--- config.mk ---
export PLATFORM = sky130hd
export DESIGN_NAME = dp_fifo_ctrl
export DESIGN_NICKNAME = d
export VERILOG_FILES = /design/src/rtl/dp_fifo_ctrl.sv
export SDC_FILE = /design/constraint.sdc
export NUM_CORES = 1
export LEC_CHECK = 0
export ABC_AREA = 1
export CORE_UTILIZATION = 39
export DETAILED_ROUTE_END_ITERATION = 10
export MAX_ROUTING_LAYER = met4
export PLACE_DENSITY = 0.83
export SLEW_MARGIN = 0
export SYNTH_ARGS = -nofsm -noshare
export SYNTH_HDL_FRONTEND = slang
export SYNTH_SLANG_ARGS = --single-unit
--- constraint.sdc ---
create_clock -name clk -period 2.5 [get_ports clk]
set_clock_uncertainty 0.1 [all_clocks]
set_input_delay 0.5 -clock clk [delete_from_list [all_inputs] [get_ports clk]]
set_output_delay 0.5 -clock clk [all_outputs]
set_load 0.01 [all_outputs]
--- src/rtl/dp_fifo_ctrl.sv ---
// Dual-port FIFO controller: pointer/occupancy bookkeeping and strobes for an
// external dual-port RAM with a registered, one-cycle-latency read port.
module dp_fifo_ctrl #(
  parameter int unsigned ADDR_W   = 4,
  parameter int unsigned DATA_W   = 8,
  parameter int unsigned AF_LEVEL = 14
) (
  input  logic              clk,
  input  logic              rst,
  input  logic              push,
  input  logic [DATA_W-1:0] push_data,
  input  logic              pop,
  input  logic              clr_err,
  output logic [DATA_W-1:0] pop_data,
  output logic              pop_valid,
  output logic              full,
  output logic              empty,
  output logic              almost_full,
  output logic [ADDR_W:0]   count,
  output logic              overflow,
  output logic              underflow,
  output logic              mem_enb,
  output logic              mem_wr,
  output logic              mem_rd,
  output logic [ADDR_W-1:0] mem_w_addr,
  output logic [ADDR_W-1:0] mem_r_addr,
  output logic [DATA_W-1:0] mem_w_data,
  input  logic [DATA_W-1:0] mem_r_data
);

  localparam int unsigned CNT_W = ADDR_W + 1;
  localparam int unsigned DEPTH = 1 << ADDR_W;

  logic [ADDR_W-1:0] wptr;
  logic [ADDR_W-1:0] rptr;
  logic [CNT_W-1:0]  count_nxt;
  logic              push_acc;
  logic              pop_acc;
  logic              ovf_set;
  logic              unf_set;

  // Acceptance uses the registered flags; gated by reset so strobes are quiet in reset.
  always_comb begin
    push_acc = rst & push & ~full;
    pop_acc  = rst & pop & ~empty;
    ovf_set  = push & full;
    unf_set  = pop & empty;
  end

  // Memory strobes and addresses follow the accepted requests in the same cycle.
  always_comb begin
    mem_wr     = push_acc;
    mem_rd     = pop_acc;
    mem_enb    = push_acc | pop_acc;
    mem_w_addr = wptr;
    mem_r_addr = rptr;
    mem_w_data = push_data;
    pop_data   = mem_r_data;
  end

  // Next occupancy: simultaneous accepted push and pop cancel out.
  always_comb begin
    count_nxt = count;
    unique case ({push_acc, pop_acc})
      2'b10:   count_nxt = count + CNT_W'(1);
      2'b01:   count_nxt = count - CNT_W'(1);
      default: count_nxt = count;
    endcase
  end

  // Pointers, occupancy and flags; pointers wrap naturally at DEPTH.
  always_ff @(posedge clk or negedge rst) begin
    if (!rst) begin
      wptr        <= '0;
      rptr        <= '0;
      count       <= '0;
      empty       <= 1'b1;
      full        <= 1'b0;
      almost_full <= 1'b0;
    end else begin
      if (push_acc) wptr <= wptr + ADDR_W'(1);
      if (pop_acc)  rptr <= rptr + ADDR_W'(1);
      count       <= count_nxt;
      empty       <= (count_nxt == '0);
      full        <= (count_nxt == CNT_W'(DEPTH));
      almost_full <= (count_nxt >= CNT_W'(AF_LEVEL));
    end
  end

  // Read data arrives one cycle after an accepted pop.
  always_ff @(posedge clk or negedge rst) begin
    if (!rst) begin
      pop_valid <= 1'b0;
    end else begin
      pop_valid <= pop_acc;
    end
  end

  // Sticky error flags; a new error event wins over a same-cycle clear.
  always_ff @(posedge clk or negedge rst) begin
    if (!rst) begin
      overflow  <= 1'b0;
      underflow <= 1'b0;
    end else begin
      if (ovf_set)      overflow <= 1'b1;
      else if (clr_err) overflow <= 1'b0;
      if (unf_set)      underflow <= 1'b1;
      else if (clr_err) underflow <= 1'b0;
    end
  end

endmodule

# --- Yosys cells after proc, flatten, opt, wreduce, memory -nomap -nowiden ---
# Cells that the tools add are included.
totals:
  romBits: 0
  elab_cells: 33
  memories: 0
  in_bits: 21
  latch_bits: 0
  ff_bits: 19
  output_inout_bits: 38
  mem_bits_rw: 0
op_classes:
  bitwise: 9
  addsub: 4
  magnitude_cmp: 1
  reduce_logical: 3
  n_mux: 4
  div: 0
  n_eq_ne: 3
  shift: 0
  mul: 0
ops:
  columns: ["cell", "n"]
  rows:
  - ["case mux 5 bit (2 select lines)", 1]
  - ["adder 4 x 1 -> 4 bit (second input constant)", 2]
  - ["bitwise AND 1 bit", 6]
  - ["adder 5 x 1 -> 5 bit (second input constant)", 1]
  - ["equality test 5 bit (second input constant)", 1]
  - ["greater-or-equal comparator 5 x 4 -> 1 bit (second input constant)", 1]
  - ["zero test 5 bit", 1]
  - ["subtractor 5 x 1 -> 5 bit (second input constant)", 1]
  - ["nonzero test 2 bit", 2]
  - ["two-way mux 1 bit", 3]
  - ["equality test 2 x 1 -> 1 bit (second input constant)", 1]
  - ["equality test 2 bit (second input constant)", 1]
  - ["NOT 1 bit", 2]
  - ["bitwise OR 1 bit", 1]

# --- Depth between registers and ports, before layout ---
depth:
  ltp_word: 5
  mapped_depth: 18

# --- Least setup slack after synthesis ---
# OpenSTA, ideal clock, no wires.
synth_path:
  path_type: "in2reg"
  startpoint: "input port rst"
  endpoint: "register empty"
  t_arrival_ns: 2.393
  slack_ns: -0.061
  required_time_ns: 2.333
  cell_stages: 14
  setup_time_ns: 0.067
  cell_sequence: "inv_1 nor3_2 inv_1 ha_1 buf_6 nor2_1 nor2_2 ha_1 nand2_1 o21a_1 nand3_1 nor2_1 nand3_1 nor2_1"
synth_between:
  elab_chain_cells: 5
synth_rtl:
  columns: ["item", "line_no", "rtl"]
  rows:
  - ["start: declaration", "9", "input logic rst,"]
  - ["bitwise AND 1 bit * (2 in a row)", "44", "push_acc = rst & push & ~full;"]
  - ["via mem_wr", "23", "output logic mem_wr,"]
  - ["equality test 2 x 1 -> 1 bit / equality test 2 bit (equally long branches)", "64", "unique case ({push_acc, pop_acc})"]
  - ["case mux 5 bit (2 select lines) *", "64", null]
  - ["zero test 5 bit *", "84", "empty <= (count_nxt == '0);"]
  - ["end signal: assignment", "84", null]
  - ["end: declaration", "17", "output logic empty,"]
# The timed path passes the listed nets; every way through them passes the cells marked *.
# A chain may end at the register's enable or synchronous reset.

# --- Final worst setup path ---
layout_path:
  startpoint: "register empty"
  endpoint: "output port mem_rd"
layout_between:
  elab_chain_cells: 2
layout_rtl:
  columns: ["item", "line_no", "rtl"]
  rows:
  - ["NOT 1 bit", "45", "pop_acc = rst & pop & ~empty;"]
  - ["bitwise AND 1 bit", "45", null]
  - ["end: declaration", "24", "output logic mem_rd,"]
# No other way between the ends.

==> flow_metrics.py <==
metrics = {
    "route": {
        "post-route-drc-count": 0,
        "routed_wl_mm": 2.21,
        "avgViaCountPerCell": 4.69,
        "drtIter0Drc": 15,
        "routedWlPerCell_um": 11.5,
        "routed-via-count": 905,
        "firstDrtPassIters": 4,
        "ant_nets": 0,
    },
    "yosys": {
        "synth_warnings": 0,
        "synth.avg_cell_area_um2": 8.49,
        "netlist_instances": 134,
        "synth_nets": 161,
        "synthesis.area_um2": 1140,
        "synth_cell_types": 23,
        "ys_seq_area_share_pct": 41.9,
        "ys_seq_elements": 19,
    },
    "floorplan": {
        "dieArea_um2": 3140,
        "fp.dieH_um": 56,
        "ios": 59,
        "die_x_um": 56,
        "coreArea_um2": 2760,
        "initial_core_util_pct": 41.2,
        "rows": 19,
    },
    "job": {
        "cap_violations": 0,
    },
    "worst_hold_path": {
        "hold_class": "input pin to asynchronous set/reset pin",
    },
    "global_routing": {
        "overflow": 0,
        "grt_util_met1_pct": 20.1,
        "antenna_found_initial": 0,
        "globalRouteTotalUtil_pct": 15.7,
        "grtUsageMet3_pct": 3.49,
        "grt_start_max_net_pins": 20,
        "grt_pass1_vias": 868,
        "use_met2_pct": 24.3,
        "grt-busiest-layer": "met2",
        "grt_pass1_wl_mm": 3.74,
    },
    "cells_and_area": {
        "num-nets-final": 190,
        "finalInstanceArea_um2": 1510,
        "diodes": 0,
        "syn2layout_area_growth_pct": 32.8,
        "n_fill_cell": 248,
        "drive_above_1_share_pct": 28.4,
    },
    "cts": {
        "numCtsBuffers": 3,
        "htree_num_levels": 1,
        "cts_root_buf": "clkbuf_4",
        "clockBufferDepth": 2,
        "holdBufCountCts": 0,
        "clk_latency_ps": 300,
        "path_clk_slew_ps": 120,
        "clock_sinks": 19,
        "cts_tree": "yes",
    },
    "sta": {
        "maxSlewHeadroom_pct": 82.9,
        "final_hold_viol_count": 0,
        "setup-violations-final": 0,
        "period_share_pct": 87.0,
        "finalWorstSetupSlack_ps": 325,
        "tns_ps": 0,
        "clock.fmax_mhz": 460,
        "drv_slew": 0,
        "finalCriticalPeriod_ps": 2180,
        "worst_pin_slew_ps": 256,
        "rsz0062_at_grt": "false",
        "hold_slack_ps": 102,
    },
    "setup_path": {
        "crit_arrival_ps": 1580,
        "crit_fanout": 3,
        "cp_data_required_time_ps": 1900,
        "cp-end-kind": "primary output",
        "reg2reg_depth": 13,
        "cp-start-kind": "flip-flop",
        "path_class": "flip-flop to primary output",
    },
    "power_and_ir_drop": {
        "power.net_switching_uw": 657,
        "p_leak_nw": 0.770,
        "power.share.sequential_pct": 35.9,
        "p_clk_share_pct": 9.9,
        "p_per_area_nw_per_um2": 1080,
        "combPwrFrac_pct": 54.3,
        "peakVddDrop_v": 0.000670,
        "p_int_uw": 969,
        "power_switching_share_pct": 40.4,
    },
    "placed_design": {
        "place.gp.congestion": 0.940,
        "preCtsSetupSlack_ps": -360,
        "place_area_um2": 1390,
        "port_buffers": 26,
        "hpwl_mm": 1.61,
    },
    "run_status": {
        "outcome": "finished clean",
    },
}
-- metrics by stage --
stage,total power [mW],instances,utilization [%]
4_1_cts,1.58,192,52.8
6_report,1.63,193,54.8
3_5_place_dp,1.41,185,50.5
3_3_place_gp,1.38,185,50.5
2_1_floorplan,1.03,134,-
5_1_grt,1.76,193,54.8
-- critical path, cell delays in order, from the launching register on --
cell           delay (ps)
dfstp_2               580
nor3_4                 60
buf_6                 120
buf_4                 130
buf_4                 120
dlygate4sd2_1         270
-- routing by layer --
metal | vias up | share of wire, %
met4 | 0 | 2.0
met1 | 412 | 46
met3 | 8 | 6.2
met5 | - | 0
met2 | 29 | 46
li1 | 456 | -
-- final timing paths --
check / startpoint / slack (ps) / to
min in group clk: push / 370 / overflow
max in group asynchronous: rst / 1930 / empty
max: empty / 320 / mem_rd
min reg2reg: mem_r_addr[3] / 380 / mem_r_addr[3]
min: rst / 100 / full
max reg2reg: empty / 390 / empty
-- registers in the layout, summed over array words and instances (netlist names) --
signal / cells
pop_valid: 1
empty: 1
almost_full: 1
count: 5
mem_w_addr: 4
overflow: 1
mem_r_addr: 4
underflow: 1
full: 1
-- final cells by class --
class	instances	area, µm²	share of cell area [%]
Sequential cell	19	477	31.6
Timing Repair Buffer	41	379	25.1
Multi-Input combinational cell	77	509	33.7
Clock inverter	1	5.00	0.331
Inverter	21	78.8	5.22
Clock buffer	3	22.5	1.49
Tap cell	31	38.8	2.57
-- timing repair --
item                       4_1_cts  5_1_grt
cloned                           0        0
setup buffers                    3        1
pin swaps                        4        4
setup endpoints to repair        6        6
gates resized for setup         13       13
hold endpoints to repair         0        0
-- cells by family (layout without fill, tap and decap cells) --
| logic type | after synthesis | count (layout) | share of synthesized area (%) |
|---|---|---|---|
| AND/OR/NAND/NOR | 57 | 57 | 24.3 |
| XOR/XNOR | 7 | 7 | 5.39 |
| buffers and inverters | 38 | 66 | 18.5 |
| flip-flops | 19 | 19 | 41.9 |
| AO/OA/AOI/OAI | 7 | 7 | 3.30 |
| adder cells (fa/ha/maj) | 6 | 6 | 6.60 |
-- power groups by stage --
stage	sequential, mW	clock (mW)	combinational (mW)
floorplan	0.628	0	0.397
finish	0.583	0.160	0.882
global placement	0.580	0	0.805
global route	0.605	0.176	0.981
detailed placement	0.586	0	0.821
CTS	0.581	0.164	0.837
-- placed cells by master (no fill, tap or decap), drive strengths merged, types with 2 or more instances in the layout --
cell           Yosys  routed
a21oi              2       2
nand2             37      37
o21ai              4       4
nand3              8       8
nor2               7       7
xnor2              4       4
inv               21      21
xor2               3       3
clkdlybuf4s50      0      20
dlygate4sd2        0       3
dfrtp             18      18
ha                 6       6
nor3               2       2
buf               17      15
dlymetal6s2s       0       2
clkbuf             0       3
nand4              2       2
-- cell usage after synthesis --
master	instances	area share (%)
a21oi_1	2	0.88
buf_4	16	11
buf_6	1	0.99
dfrtp_1	18	40
dfstp_2	1	2.3
ha_1	6	6.6
inv_1	18	5.9
inv_2	3	0.99
nand2_1	35	12
nand2_2	2	1.1
nand3_1	6	2.6
nand3_2	2	1.8
nand4_1	2	1.1
nor2_1	4	1.3
nor2_2	1	0.55
nor2_4	2	2.0
nor3_2	2	1.8
o21a_1	1	0.66
o21ai_0	2	0.88
o21ai_1	2	0.88
or2_1	1	0.55
xnor2_1	4	3.1
xor2_1	3	2.3
(Power assumes the default switching activity.)
